--- config.mk ---
export PLATFORM = sky130hd
export DESIGN_NAME = alu_op_sequencer
export DESIGN_NICKNAME = d
export VERILOG_FILES = /design/src/rtl/alu_op_sequencer.sv
export SDC_FILE = /design/constraint.sdc
export NUM_CORES = 1
export LEC_CHECK = 0
export BUFFER_PORTS_ARGS = -buffer_cell sky130_fd_sc_hd__buf_2
export CORE_UTILIZATION = 35
export DETAILED_ROUTE_END_ITERATION = 12
export PLACE_DENSITY = 0.57
export SETUP_SLACK_MARGIN = 0.02
export SLEW_MARGIN = 10
export SYNTH_ARGS = -nofsm -noshare
export SYNTH_HDL_FRONTEND = slang
export SYNTH_SLANG_ARGS = --single-unit
export TNS_END_PERCENT = 100
--- constraint.sdc ---
create_clock -name clk -period 2 [get_ports clk]
set_input_delay 0.4 -clock clk [delete_from_list [all_inputs] [get_ports clk]]
set_output_delay 0.4 -clock clk [all_outputs]
set_load 0.05 [all_outputs]
--- src/rtl/alu_op_sequencer.sv ---
// Multi-cycle controller sequencing one accumulator-class op through the shared ALU.
// Define ALU_SEQ_FADD_EN to enable the FADD (opcode 100) path; otherwise opcode 100 is illegal.
module alu_op_sequencer #(
  parameter int unsigned FADD_LAT    = 2,
  parameter int unsigned MEM_TIMEOUT = 15,
  parameter int unsigned CNT_W       = 4
) (
  input  logic       clk,
  input  logic       rst_n,
  input  logic       start,
  input  logic [2:0] opcode,
  output logic       ready,
  output logic       busy,
  output logic       mem_rd,
  input  logic       mem_ack,
  output logic       dr_ld,
  input  logic       fgi,
  output logic       fgi_clr,
  output logic [1:0] alu_sel,
  output logic       alu_float,
  output logic       ac_ld,
  output logic       e_ld,
  output logic       done,
  output logic       err
);

  localparam logic [2:0] OP_AND  = 3'b000;
  localparam logic [2:0] OP_ADD  = 3'b001;
  localparam logic [2:0] OP_LDA  = 3'b010;
  localparam logic [2:0] OP_INP  = 3'b011;
  localparam logic [2:0] OP_FADD = 3'b100;

  localparam logic [CNT_W-1:0] TO_LAST =
    CNT_W'((MEM_TIMEOUT == 0) ? 0 : MEM_TIMEOUT - 1);
`ifdef ALU_SEQ_FADD_EN
  localparam logic [CNT_W-1:0] FADD_LAST = CNT_W'(FADD_LAT - 1);
`endif

  typedef enum logic [2:0] {
    S_IDLE,
    S_FETCH,
`ifdef ALU_SEQ_FADD_EN
    S_EXEC,
`endif
    S_INWAIT,
    S_WB,
    S_ERR
  } state_e;

  state_e           state_q, state_d;
  logic [CNT_W-1:0] cnt_q, cnt_d;
  logic [2:0]       op_q, op_d;
  logic [1:0]       sel_q, sel_d;

  always_ff @(posedge clk or negedge rst_n) begin
    if (!rst_n) begin
      state_q <= S_IDLE;
      cnt_q   <= '0;
      op_q    <= '0;
      sel_q   <= '0;
    end else begin
      state_q <= state_d;
      cnt_q   <= cnt_d;
      op_q    <= op_d;
      sel_q   <= sel_d;
    end
  end

  always_comb begin
    state_d = state_q;
    unique case (state_q)
      S_IDLE: begin
        if (start) begin
          unique case (opcode)
            OP_AND, OP_ADD, OP_LDA: state_d = S_FETCH;
            OP_INP:                 state_d = S_INWAIT;
`ifdef ALU_SEQ_FADD_EN
            OP_FADD:                state_d = S_FETCH;
`endif
            default:                state_d = S_ERR;
          endcase
        end
      end
      S_FETCH: begin
        if (mem_ack) begin
`ifdef ALU_SEQ_FADD_EN
          state_d = (op_q == OP_FADD) ? S_EXEC : S_WB;
`else
          state_d = S_WB;
`endif
        end else if (MEM_TIMEOUT != 0 && cnt_q == TO_LAST) begin
          state_d = S_ERR;
        end
      end
`ifdef ALU_SEQ_FADD_EN
      S_EXEC:   if (cnt_q == FADD_LAST) state_d = S_WB;
`endif
      S_INWAIT: if (fgi) state_d = S_WB;
      S_WB:     state_d = S_IDLE;
      S_ERR:    state_d = S_IDLE;
      default:  state_d = S_IDLE;
    endcase
  end

  // Counter restarts on every state change; it only advances in the timed states.
  always_comb begin
    cnt_d = cnt_q;
    op_d  = op_q;
    sel_d = sel_q;
    if (state_d != state_q) begin
      cnt_d = '0;
    end else if (state_q == S_FETCH
`ifdef ALU_SEQ_FADD_EN
                 || state_q == S_EXEC
`endif
                ) begin
      cnt_d = cnt_q + CNT_W'(1);
    end
    if (state_q == S_IDLE && start) begin
      op_d = opcode;
      unique case (opcode)
        OP_ADD:  sel_d = 2'b01;
        OP_LDA:  sel_d = 2'b10;
        OP_INP:  sel_d = 2'b11;
`ifdef ALU_SEQ_FADD_EN
        OP_FADD: sel_d = 2'b01;
`endif
        default: sel_d = 2'b00;
      endcase
    end else if (state_q == S_WB || state_q == S_ERR) begin
      sel_d = '0;
    end
  end

  always_comb begin
    ready     = (state_q == S_IDLE);
    busy      = ~ready;
    mem_rd    = (state_q == S_FETCH);
    dr_ld     = (state_q == S_FETCH) && mem_ack;
    alu_sel   = sel_q;
    ac_ld     = (state_q == S_WB);
    done      = (state_q == S_WB);
    e_ld      = (state_q == S_WB) && (op_q == OP_ADD || op_q == OP_FADD);
    fgi_clr   = (state_q == S_WB) && (op_q == OP_INP);
    err       = (state_q == S_ERR);
`ifdef ALU_SEQ_FADD_EN
    alu_float = (state_q == S_EXEC) || (state_q == S_WB && op_q == OP_FADD);
`else
    alu_float = 1'b0;
`endif
  end

endmodule
Word level (Yosys, flattened, before mapping)
Cells that the tools add are included.
- flip-flop bits (word level): 12
- input bits: 8
- logic and storage cells: 40
- output and inout port bits: 12
- add/sub/neg operators: 1
- multiplexer cells: 11
- eq/ne operators: 12
- reductions and logical operators: 11
- bitwise operators: 1
- operators by type and width (cell ; count):
    3-bit by 2-bit equality test with 1-bit output, second input constant ; 5
    3-bit 2-to-1 mux ; 4
    3-bit by 1-bit equality test with 1-bit output, second input constant ; 3
    3-bit case mux with 3 select lines ; 1
    4-bit 2-to-1 mux ; 2
    3-bit equality test, second input constant ; 2
    3-bit logical NOT ; 2
    2-bit case mux with 3 select lines ; 1
    3-bit case mux with 2 select lines ; 1
    4-bit by 1-bit adder with 4-bit output, second input constant ; 1
    4-bit equality test, second input constant ; 1
    1-bit logical AND ; 4
    2-bit 2-to-1 mux ; 2
    2-bit nonzero test ; 2
    3-bit != test ; 1
    3-bit OR reduction ; 1
    1-bit logical OR ; 2
    1-bit NOT ; 1

Depth between registers and ports, before layout
Gate-level depths: netlist (run 1).
- depth in word-level cells: 7
- gate-level depth with buffers: 6
- depth with buffers taken out: 6

Worst setup path after synthesis (run 1)
No wires, ideal clock.
- path type: flip-flop to output port
- from: register state_q[2]
- to: output port e_ld
- path buffers: 1
- required time: 1.600 ns
- stages on the path, launching flop included: 5
- setup slack: -0.335 ns
- data arrival time: 1.935 ns
- path through: dfrtp_1 > buf_4 > nor2b_1 > nand2_1 > nor3_1
- word-level cells in the longest chain between the ends: 2
- ends and longest elaborated chain (element ; RTL line ; RTL):
    from (decl) ; 50 ; state_e state_q, state_d;
    from (signal assigned) ; 62 ; state_q <= state_d;
    3-bit by 2-bit equality test with 1-bit output ; 143 ; e_ld = (state_q == S_WB) && (op_q == OP_ADD || op_q == OP_FADD);
    1-bit logical AND ; 143 ;
    to (decl) ; 22 ; output logic e_ld,
No other way between the ends.

Worst setup path after layout (run 1)
- from: register state_q[2]
- to: output port ready
- word-level cells in the longest chain between the ends: 1
- ends and longest elaborated chain (element ; RTL line ; RTL):
    3-bit logical NOT ; 136 ; ready = (state_q == S_IDLE);
    to (decl) ; 12 ; output logic ready,
No other way between the ends.

==> metrics.txt, run 1 <==
# TYPE chip_impl_metric gauge
chip_impl_metric{name="core",unit="sq um"} 1980
chip_impl_info{name="crit_path_top_delay_cell",value="sky130_fd_sc_hd__or3_2"} 1
chip_impl_info{name="critPathKind",value="reg -> out"} 1
chip_impl_info{name="highest_layer",value="met4"} 1
chip_impl_metric{name="multi_input_area",unit="sq um"} 394
chip_impl_metric{name="crit_buf_inv",unit=""} 2
chip_impl_info{name="cell_by_cell_trace_of_the_critical_path",value="or3_2 > inv_1 > buf_4"} 1
chip_impl_info{name="worstSetupStartpointType",value="flip-flop"} 1
chip_impl_metric{name="route.antenna.remaining_nets",unit=""} 0
chip_impl_metric{name="fill_cells",unit=""} 193
chip_impl_info{name="worst_r2r_startpoint",value="state_q[2]"} 1
chip_impl_metric{name="synth_warnings",unit=""} 0
chip_impl_metric{name="route.vias.total",unit=""} 599
chip_impl_metric{name="overflow",unit=""} 0
chip_impl_metric{name="clkTransAtPathRegs",unit="ps"} 70
chip_impl_info{name="critical_path.endpoint",value="ready"} 1
chip_impl_metric{name="cts_htree_levels",unit=""} 1
chip_impl_metric{name="switching_share",unit="%"} 48.4
chip_impl_metric{name="area.sequential",unit="sq um"} 303
chip_impl_metric{name="synthesis.area_per_instance",unit="sq um"} 9.88
chip_impl_metric{name="clock_latency_of_the_later_clocked_register_in_the_worst_skew_pair",unit="ps"} 270
chip_impl_metric{name="fin_util",unit="%"} 47.0
chip_impl_metric{name="edff_count_synth",unit=""} 0
chip_impl_info{name="critical_path.startpoint",value="state_q[2]"} 1
chip_impl_metric{name="power.density_cell_area",unit="nW/um^2"} 1540
chip_impl_metric{name="post_drt_via_cell_ratio",unit=""} 4.75
chip_impl_metric{name="numClockSinks",unit=""} 12
chip_impl_metric{name="synth-seq-area-share",unit="%"} 40.5
chip_impl_metric{name="timing.final.setup_violations",unit=""} 0
chip_impl_metric{name="synthesis.area",unit="sq um"} 741
chip_impl_info{name="grt_setup_unrepaired",value="no"} 1
chip_impl_metric{name="whs",unit="ps"} 399
chip_impl_metric{name="detailed_place.area",unit="sq um"} 857
chip_impl_metric{name="synth-async-reset-ratio",unit="%"} 100
chip_impl_metric{name="dieHeight",unit="um"} 48.0
chip_impl_metric{name="final_nets",unit=""} 110
chip_impl_info{name="clock-root-buffer",value="sky130_fd_sc_hd__clkbuf_4"} 1
chip_impl_metric{name="number_of_cells_in_the_design_after_placement",unit=""} 119
chip_impl_metric{name="cp_data_required_time",unit="ps"} 1600
chip_impl_metric{name="synthToLayoutAreaGrowth",unit="%"} 25.7
chip_impl_metric{name="place_hpwl",unit="mm"} 1.13
chip_impl_metric{name="rrSetupSlack",unit="ps"} 290
chip_impl_metric{name="synthDominantCellAreaShare",unit="%"} 40.5
chip_impl_metric{name="netlist-cell-type-count",unit=""} 32
chip_impl_metric{name="post_route_cells_drive_above_1_share",unit="%"} 39.4
chip_impl_info{name="endpoint_kind",value="primary output"} 1
chip_impl_metric{name="p_int",unit="W"} 0.000737
chip_impl_info{name="worst_hold_path_type",value="in -> reg"} 1
chip_impl_metric{name="synthesis.instances",unit=""} 75
chip_impl_metric{name="rr_worst_depth",unit=""} 5
chip_impl_metric{name="gp_congestion",unit=""} 0.793
chip_impl_metric{name="leak_pwr",unit="nW"} 0.456
chip_impl_metric{name="cts_buffers",unit=""} 3
chip_impl_metric{name="start_util",unit="%"} 37.4
chip_impl_metric{name="antenna_violations_before_repair",unit=""} 0
chip_impl_metric{name="synth.net_count",unit=""} 85
chip_impl_metric{name="stdcell_area",unit="sq um"} 931
chip_impl_info{name="clock_tree_from_tritoncts",value="built"} 1
chip_impl_info{name="timing.critical_path.max_delay_family",value="simple AND/OR/NAND/NOR gates"} 1
chip_impl_metric{name="post_layout_nonfiller_instances",unit=""} 126
chip_impl_metric{name="1st_iter_drt_viols",unit=""} 11
chip_impl_metric{name="critical_path_depth",unit=""} 3
chip_impl_metric{name="critical_path_arrival",unit="ps"} 1500
chip_impl_info{name="synth-main-ff-cell",value="sky130_fd_sc_hd__dfrtp_1"} 1
chip_impl_info{name="synth_top_cells_by_area",value="sky130_fd_sc_hd__dfrtp_1, sky130_fd_sc_hd__inv_1, sky130_fd_sc_hd__nand2_1"} 1
chip_impl_metric{name="worst_path_largest_cell_delay",unit="ps"} 500
chip_impl_metric{name="crit_share_post_route",unit="%"} 95.2
chip_impl_metric{name="detail_routed_net_length_per_standard_cell",unit="um"} 11.5
chip_impl_metric{name="path_max_fanout",unit=""} 9
chip_impl_metric{name="timing.fmax",unit="MHz"} 525
chip_impl_metric{name="met2_wirelength",unit="um"} 680
chip_impl_metric{name="total_global_routing_track_utilization",unit="%"} 14.6
chip_impl_metric{name="die_w",unit="um"} 48.0
chip_impl_metric{name="power_frac_clock",unit="%"} 13.4
chip_impl_metric{name="p_comb_share",unit="%"} 57.1
chip_impl_metric{name="slew_violations",unit=""} 0
chip_impl_metric{name="io_pins",unit=""} 20
chip_impl_metric{name="wire_length_of_the_first_global_routing_pass",unit="mm"} 2.23
chip_impl_metric{name="vdd.ir_drop.worst",unit="uV"} 784
chip_impl_metric{name="core_rows",unit=""} 16
chip_impl_metric{name="cts_buffer_depth",unit=""} 2
chip_impl_metric{name="antenna_cells_inserted",unit=""} 0
chip_impl_metric{name="clock_skew",unit="ps"} 0.885
chip_impl_metric{name="max_cap_viols",unit=""} 0
chip_impl_metric{name="die_area",unit="sq um"} 2300
chip_impl_metric{name="finalHoldViolCount",unit=""} 0
chip_impl_metric{name="placement.io_buffers",unit=""} 18
chip_impl_metric{name="seqPwrFrac",unit="%"} 29.5
chip_impl_metric{name="postSynthRegisterBits",unit=""} 12
chip_impl_metric{name="totalWireLength",unit="mm"} 1.45
chip_impl_metric{name="drt_pre_antenna_iters",unit=""} 4
chip_impl_info{name="synth_top_area_cell",value="sky130_fd_sc_hd__dfrtp_1"} 1
chip_impl_metric{name="total_power",unit="W"} 0.00143
chip_impl_metric{name="power.net_switching",unit="W"} 0.000692
chip_impl_metric{name="detail_route.wirelength.met1",unit="um"} 681
chip_impl_info{name="r2r-end",value="cnt_q[2]"} 1
chip_impl_info{name="outcome",value="finished clean"} 1
chip_impl_metric{name="layout_min_cycle_time",unit="ps"} 1900
chip_impl_metric{name="detail_route.drc_violations",unit=""} 0
chip_impl_metric{name="route.met3.wl",unit="um"} 59
chip_impl_metric{name="vias_in_the_first_global_route",unit=""} 538
chip_impl_metric{name="maximum_number_of_pins_on_one_net_before_global_route_repair",unit=""} 13
-- metal layers --
metal	track usage (%)	vias up
met2	21.1	9
met3	6.04	4
met5	0	-
met4	7.22	0
li1	-	304
met1	18.7	282
-- through the flow --
| step | setup slack (ps) | setup TNS (ps) |
|---|---|---|
| floorplan | -335 | -669 |
| global placement | 273 | 0 |
| detailed placement | 247 | 0 |
| CTS | 34.7 | 0 |
| global route | 21.0 | 0 |
| finish | 96.7 | 0 |
-- registers in the layout, summed over array words and instances (netlist names) --
name,cells
alu_sel,2
cnt_q,4
op_q,3
state_q,3
-- cells in the mapped netlist, drive strengths merged, types with 2 or more instances --
cell / number
and2b: 2
nor2b: 2
inv: 7
dfrtp: 12
and2: 4
a21oi: 2
nand2: 7
ha: 2
o21ai: 4
mux2: 2
buf: 3
xnor2: 2
nor3: 3
xor2: 2
a22o: 2
nor2: 5
-- repair_timing --
item | in CTS | in global routing
endpoints found under the setup margin | 3 | 3
hold buffers | 1 | 0
resized for setup | 4 | 2
setup buffers | 0 | 2
hold endpoints to repair | 12 | 0
-- power groups by stage --
| stage | sequential (W) | clock [W] | combinational, W |
|---|---|---|---|
| after floorplan | 0.000469 | 0 | 0.000573 |
| after global placement | 0.000422 | 0 | 0.000790 |
| after detailed placement | 0.000425 | 0 | 0.000793 |
| after CTS | 0.000421 | 0.000200 | 0.000808 |
| after global routing | 0.000438 | 0.000211 | 0.000896 |
| final | 0.000421 | 0.000192 | 0.000816 |
-- worst reg2reg max path, cell delays in order, from the launching register on --
cell	delay (ps)
sky130_fd_sc_hd__dfrtp_2	480
sky130_fd_sc_hd__buf_4	170
sky130_fd_sc_hd__nor4b_4	460
sky130_fd_sc_hd__a221oi_2	140
sky130_fd_sc_hd__o221ai_2	260
sky130_fd_sc_hd__nor2_1	80
-- final cells by class --
class / count / share of cell area [%]
timing repair buffer: 23 / 14.8
multi-input combinational: 53 / 42.3
inverter: 7 / 2.82
clock buffer: 4 / 3.90
tap: 27 / 3.63
sequential: 12 / 32.5
-- kinds of logic (layout without fill, tap and decap cells) --
kind of cell / count (synthesis) / in the layout / synth area share [%]
AND/OR/NAND/NOR: 29 / 29 / 25.0
AO/OA/AOI/OAI: 14 / 14 / 14.9
adder cells (fa/ha/maj): 2 / 2 / 3.38
buffers and inverters: 10 / 34 / 6.59
multiplexers: 3 / 3 / 4.39
XOR/XNOR: 4 / 4 / 4.73
other: 1 / 1 / 0.506
flip-flops: 12 / 12 / 40.5
-- worst min-delay path by stage --
| stage | start | endpoint | slack [ps] | cells past startpoint |
|---|---|---|---|---|
| 6_report | opcode[2] | state_q[2] | 400 | 3 |
| 4_1_cts | opcode[2] | state_q[2] | 390 | 3 |
| 5_1_grt | opcode[0] | alu_sel[0] | 400 | 2 |
| 2_1_floorplan | rst_n | alu_sel[0] | 100 | 0 |
| 3_5_place_dp | rst_n | state_q[1] | 290 | 1 |
| 3_3_place_gp | rst_n | state_q[1] | 290 | 1 |
-- cell usage in the layout (no fill, tap or decap), drive strengths merged, types with 2 or more instances in the layout --
master / instances
a21oi: 2
xor2: 2
nor2b: 2
inv: 7
ha: 2
nor2: 5
and2: 4
dfrtp: 12
a22o: 2
mux2: 2
nor3: 3
o21ai: 4
nand2: 7
clkbuf: 4
xnor2: 2
and2b: 2
buf: 22
No activity file was read; power rests on OpenSTA's default activity.
==> inputs of run 2 (changes only) <==
==> constraint.sdc (replaced) <==
create_clock -name clk -period 2.1 [get_ports clk]
set_input_delay 0.42 -clock clk [delete_from_list [all_inputs] [get_ports clk]]
set_output_delay 0.42 -clock clk [all_outputs]
set_load 0.05 [all_outputs]
==> run 2 against run 1 <==
Effect of this change: register-to-register slack improved by 190 ps; critical path depth did not move; first-iteration DRC count did not move; global-route usage rose by 0.24 points; cell count shrank 4.0%; routed wire length decreased by 4.8%; non-clock buffer count is 5 lower; combinational power shrank 11%; clock skew increased by 1.1 ps; die area stayed put; flip-flop and latch count is the same.
==> metrics.txt, run 2 (same netlist as run 1, synthesis figures left out) <==
# TYPE chip_impl_metric gauge
chip_impl_info{name="outcome",value="finished clean"} 1
chip_impl_metric{name="io_pins",unit=""} 20
chip_impl_metric{name="timing.final.setup_violations",unit=""} 0
chip_impl_metric{name="dieHeight",unit="um"} 48.0
chip_impl_metric{name="core",unit="sq um"} 1980
chip_impl_metric{name="cts_buffer_depth",unit=""} 2
chip_impl_metric{name="leak_pwr",unit="nW"} 0.429
chip_impl_metric{name="p_comb_share",unit="%"} 54.8
chip_impl_metric{name="totalWireLength",unit="mm"} 1.38
chip_impl_metric{name="total_power",unit="W"} 0.00132
chip_impl_metric{name="cts_hold_buffers",unit=""} 0
chip_impl_metric{name="multi_input_area",unit="sq um"} 394
chip_impl_metric{name="placement.io_buffers",unit=""} 18
chip_impl_metric{name="die_w",unit="um"} 48.0
chip_impl_info{name="reg.largest.list",value="cnt_q x4, op_q x3, state_q x3"} 1
chip_impl_info{name="largest-register",value="cnt_q"} 1
chip_impl_metric{name="die_area",unit="sq um"} 2300
chip_impl_metric{name="antenna_violations_before_repair",unit=""} 0
chip_impl_metric{name="post_drt_via_cell_ratio",unit=""} 4.79
chip_impl_metric{name="antenna_cells_inserted",unit=""} 0
chip_impl_info{name="critPathKind",value="reg -> out"} 1
chip_impl_info{name="worstSetupStartpointType",value="flip-flop"} 1
chip_impl_metric{name="1st_iter_drt_viols",unit=""} 11
chip_impl_metric{name="clock_latency_of_the_later_clocked_register_in_the_worst_skew_pair",unit="ps"} 270
chip_impl_metric{name="place_hpwl",unit="mm"} 1.06
chip_impl_metric{name="switching_share",unit="%"} 49.1
chip_impl_metric{name="overflow",unit=""} 0
chip_impl_metric{name="finalHoldViolCount",unit=""} 0
chip_impl_metric{name="cts_buffers",unit=""} 3
chip_impl_metric{name="start_util",unit="%"} 37.4
chip_impl_metric{name="total_global_routing_track_utilization",unit="%"} 14.8
chip_impl_metric{name="vias_in_the_first_global_route",unit=""} 487
chip_impl_metric{name="layout_min_cycle_time",unit="ps"} 1980
chip_impl_info{name="grt_setup_unrepaired",value="no"} 1
chip_impl_metric{name="drt_pre_antenna_iters",unit=""} 3
chip_impl_info{name="clock-root-buffer",value="sky130_fd_sc_hd__clkbuf_4"} 1
chip_impl_info{name="worst_hold_path_type",value="in -> async"} 1
chip_impl_metric{name="crit_share_post_route",unit="%"} 94.2
chip_impl_metric{name="wire_length_of_the_first_global_routing_pass",unit="mm"} 2.30
chip_impl_metric{name="post_route_cells_drive_above_1_share",unit="%"} 38.3
chip_impl_metric{name="synthToLayoutAreaGrowth",unit="%"} 20.4
chip_impl_info{name="clock_tree_from_tritoncts",value="built"} 1
chip_impl_metric{name="area.sequential",unit="sq um"} 304
chip_impl_metric{name="detail_route.drc_violations",unit=""} 0
chip_impl_info{name="endpoint_kind",value="primary output"} 1
chip_impl_metric{name="cp_data_required_time",unit="ps"} 1680
chip_impl_metric{name="seqPwrFrac",unit="%"} 31.3
chip_impl_metric{name="core_rows",unit=""} 16
chip_impl_metric{name="power.density_cell_area",unit="nW/um^2"} 1480
chip_impl_metric{name="p_int",unit="W"} 0.000673
chip_impl_metric{name="largest_register_ffs",unit=""} 4
chip_impl_info{name="mostFrequentLayoutCell",value="sky130_fd_sc_hd__buf_2"} 1
chip_impl_metric{name="critical_path_arrival",unit="ps"} 1560
chip_impl_metric{name="path_max_fanout",unit=""} 11
chip_impl_metric{name="numClockSinks",unit=""} 12
chip_impl_metric{name="clock_skew",unit="ps"} 1.98
chip_impl_metric{name="timing.fmax",unit="MHz"} 506
chip_impl_metric{name="power_frac_clock",unit="%"} 13.9
chip_impl_metric{name="whs",unit="ps"} 16.3
chip_impl_metric{name="stdcell_area",unit="sq um"} 892
chip_impl_metric{name="cts_setup_buffers",unit=""} 0
chip_impl_metric{name="detail_routed_net_length_per_standard_cell",unit="um"} 11.4
chip_impl_metric{name="maximum_number_of_pins_on_one_net_before_global_route_repair",unit=""} 13
chip_impl_metric{name="slew_violations",unit=""} 0
chip_impl_metric{name="final_nets",unit=""} 105
chip_impl_metric{name="cts_htree_levels",unit=""} 1
chip_impl_metric{name="route.antenna.remaining_nets",unit=""} 0
chip_impl_metric{name="max_cap_viols",unit=""} 0
chip_impl_metric{name="route.vias.total",unit=""} 579
chip_impl_metric{name="clkTransAtPathRegs",unit="ps"} 80
chip_impl_metric{name="power.net_switching",unit="W"} 0.000649
chip_impl_metric{name="fill_cells",unit=""} 192
chip_impl_metric{name="detailed_place.area",unit="sq um"} 842
chip_impl_info{name="most-common-layout-cells",value="sky130_fd_sc_hd__buf_2, sky130_fd_sc_hd__dfrtp_1, sky130_fd_sc_hd__inv_1, sky130_fd_sc_hd__nand2_1, sky130_fd_sc_hd__nor2_1"} 1
chip_impl_metric{name="gp_congestion",unit=""} 0.765
chip_impl_metric{name="vdd.ir_drop.worst",unit="uV"} 692
[run 2: routing by layer]
layer,global-route usage [%],vias up,share of wire [%]
met2,18.6,9,47
met1,23.4,277,49
li1,-,291,-
met3,3.40,2,3.5
met4,6.67,0,1.0
met5,0,-,0
[run 2: worst max-delay path, cell delays in order (launching register included)]
cell	delay, ps
sky130_fd_sc_hd__dfrtp_2	500
sky130_fd_sc_hd__or3_2	510
sky130_fd_sc_hd__inv_1	60
sky130_fd_sc_hd__clkbuf_4	220
[run 2: power by group through the flow]
stage / Clock (W) / Sequential, W / Combinational [W]
after detailed placement: 0 / 0.000413 / 0.000717
after CTS: 0.000191 / 0.000410 / 0.000720
final: 0.000183 / 0.000414 / 0.000725
after global placement: 0 / 0.000411 / 0.000718
after global routing: 0.000207 / 0.000428 / 0.000801
after floorplan: 0 / 0.000447 / 0.000546
[run 2: layout make-up]
cell class	instances	share of cell area, %
Timing Repair Buffer	18	10.9
Tap cell	27	3.79
Multi-Input combinational cell	53	44.2
Inverter	7	2.95
Clock buffer	4	4.07
Sequential cell	12	34.1
[run 2: repair_timing]
action	4_1_cts	5_1_grt
pin swaps	0	0
gates resized for setup	1	8
setup endpoints to repair	2	6
[run 2: final timing paths]
path                            startpoint         end  slack [ps]  cells after the start
worst max-delay path            state_q[2]       ready         120                      3
worst min-delay path                 rst_n    cnt_q[3]          20                      1
worst max register to register  state_q[2]    cnt_q[1]         480                      4
worst min register to register  alu_sel[1]  alu_sel[1]         500                      1
max in group asynchronous            rst_n  state_q[0]        1840                      1
min in group clk                 opcode[2]  state_q[2]         410                      3
[run 2: per-stage QoR]
stage | cells | utilization [%] | setup slack [ps] | TNS, ps
6_report | 121 | 45.0 | 122 | 0
5_1_grt | 121 | 45.0 | 18.1 | 0
4_1_cts | 121 | 44.4 | 27.3 | 0
3_5_place_dp | 117 | 42.5 | 327 | 0
3_3_place_gp | 117 | 42.5 | 329 | 0
2_1_floorplan | 75 | - | -255 | -509
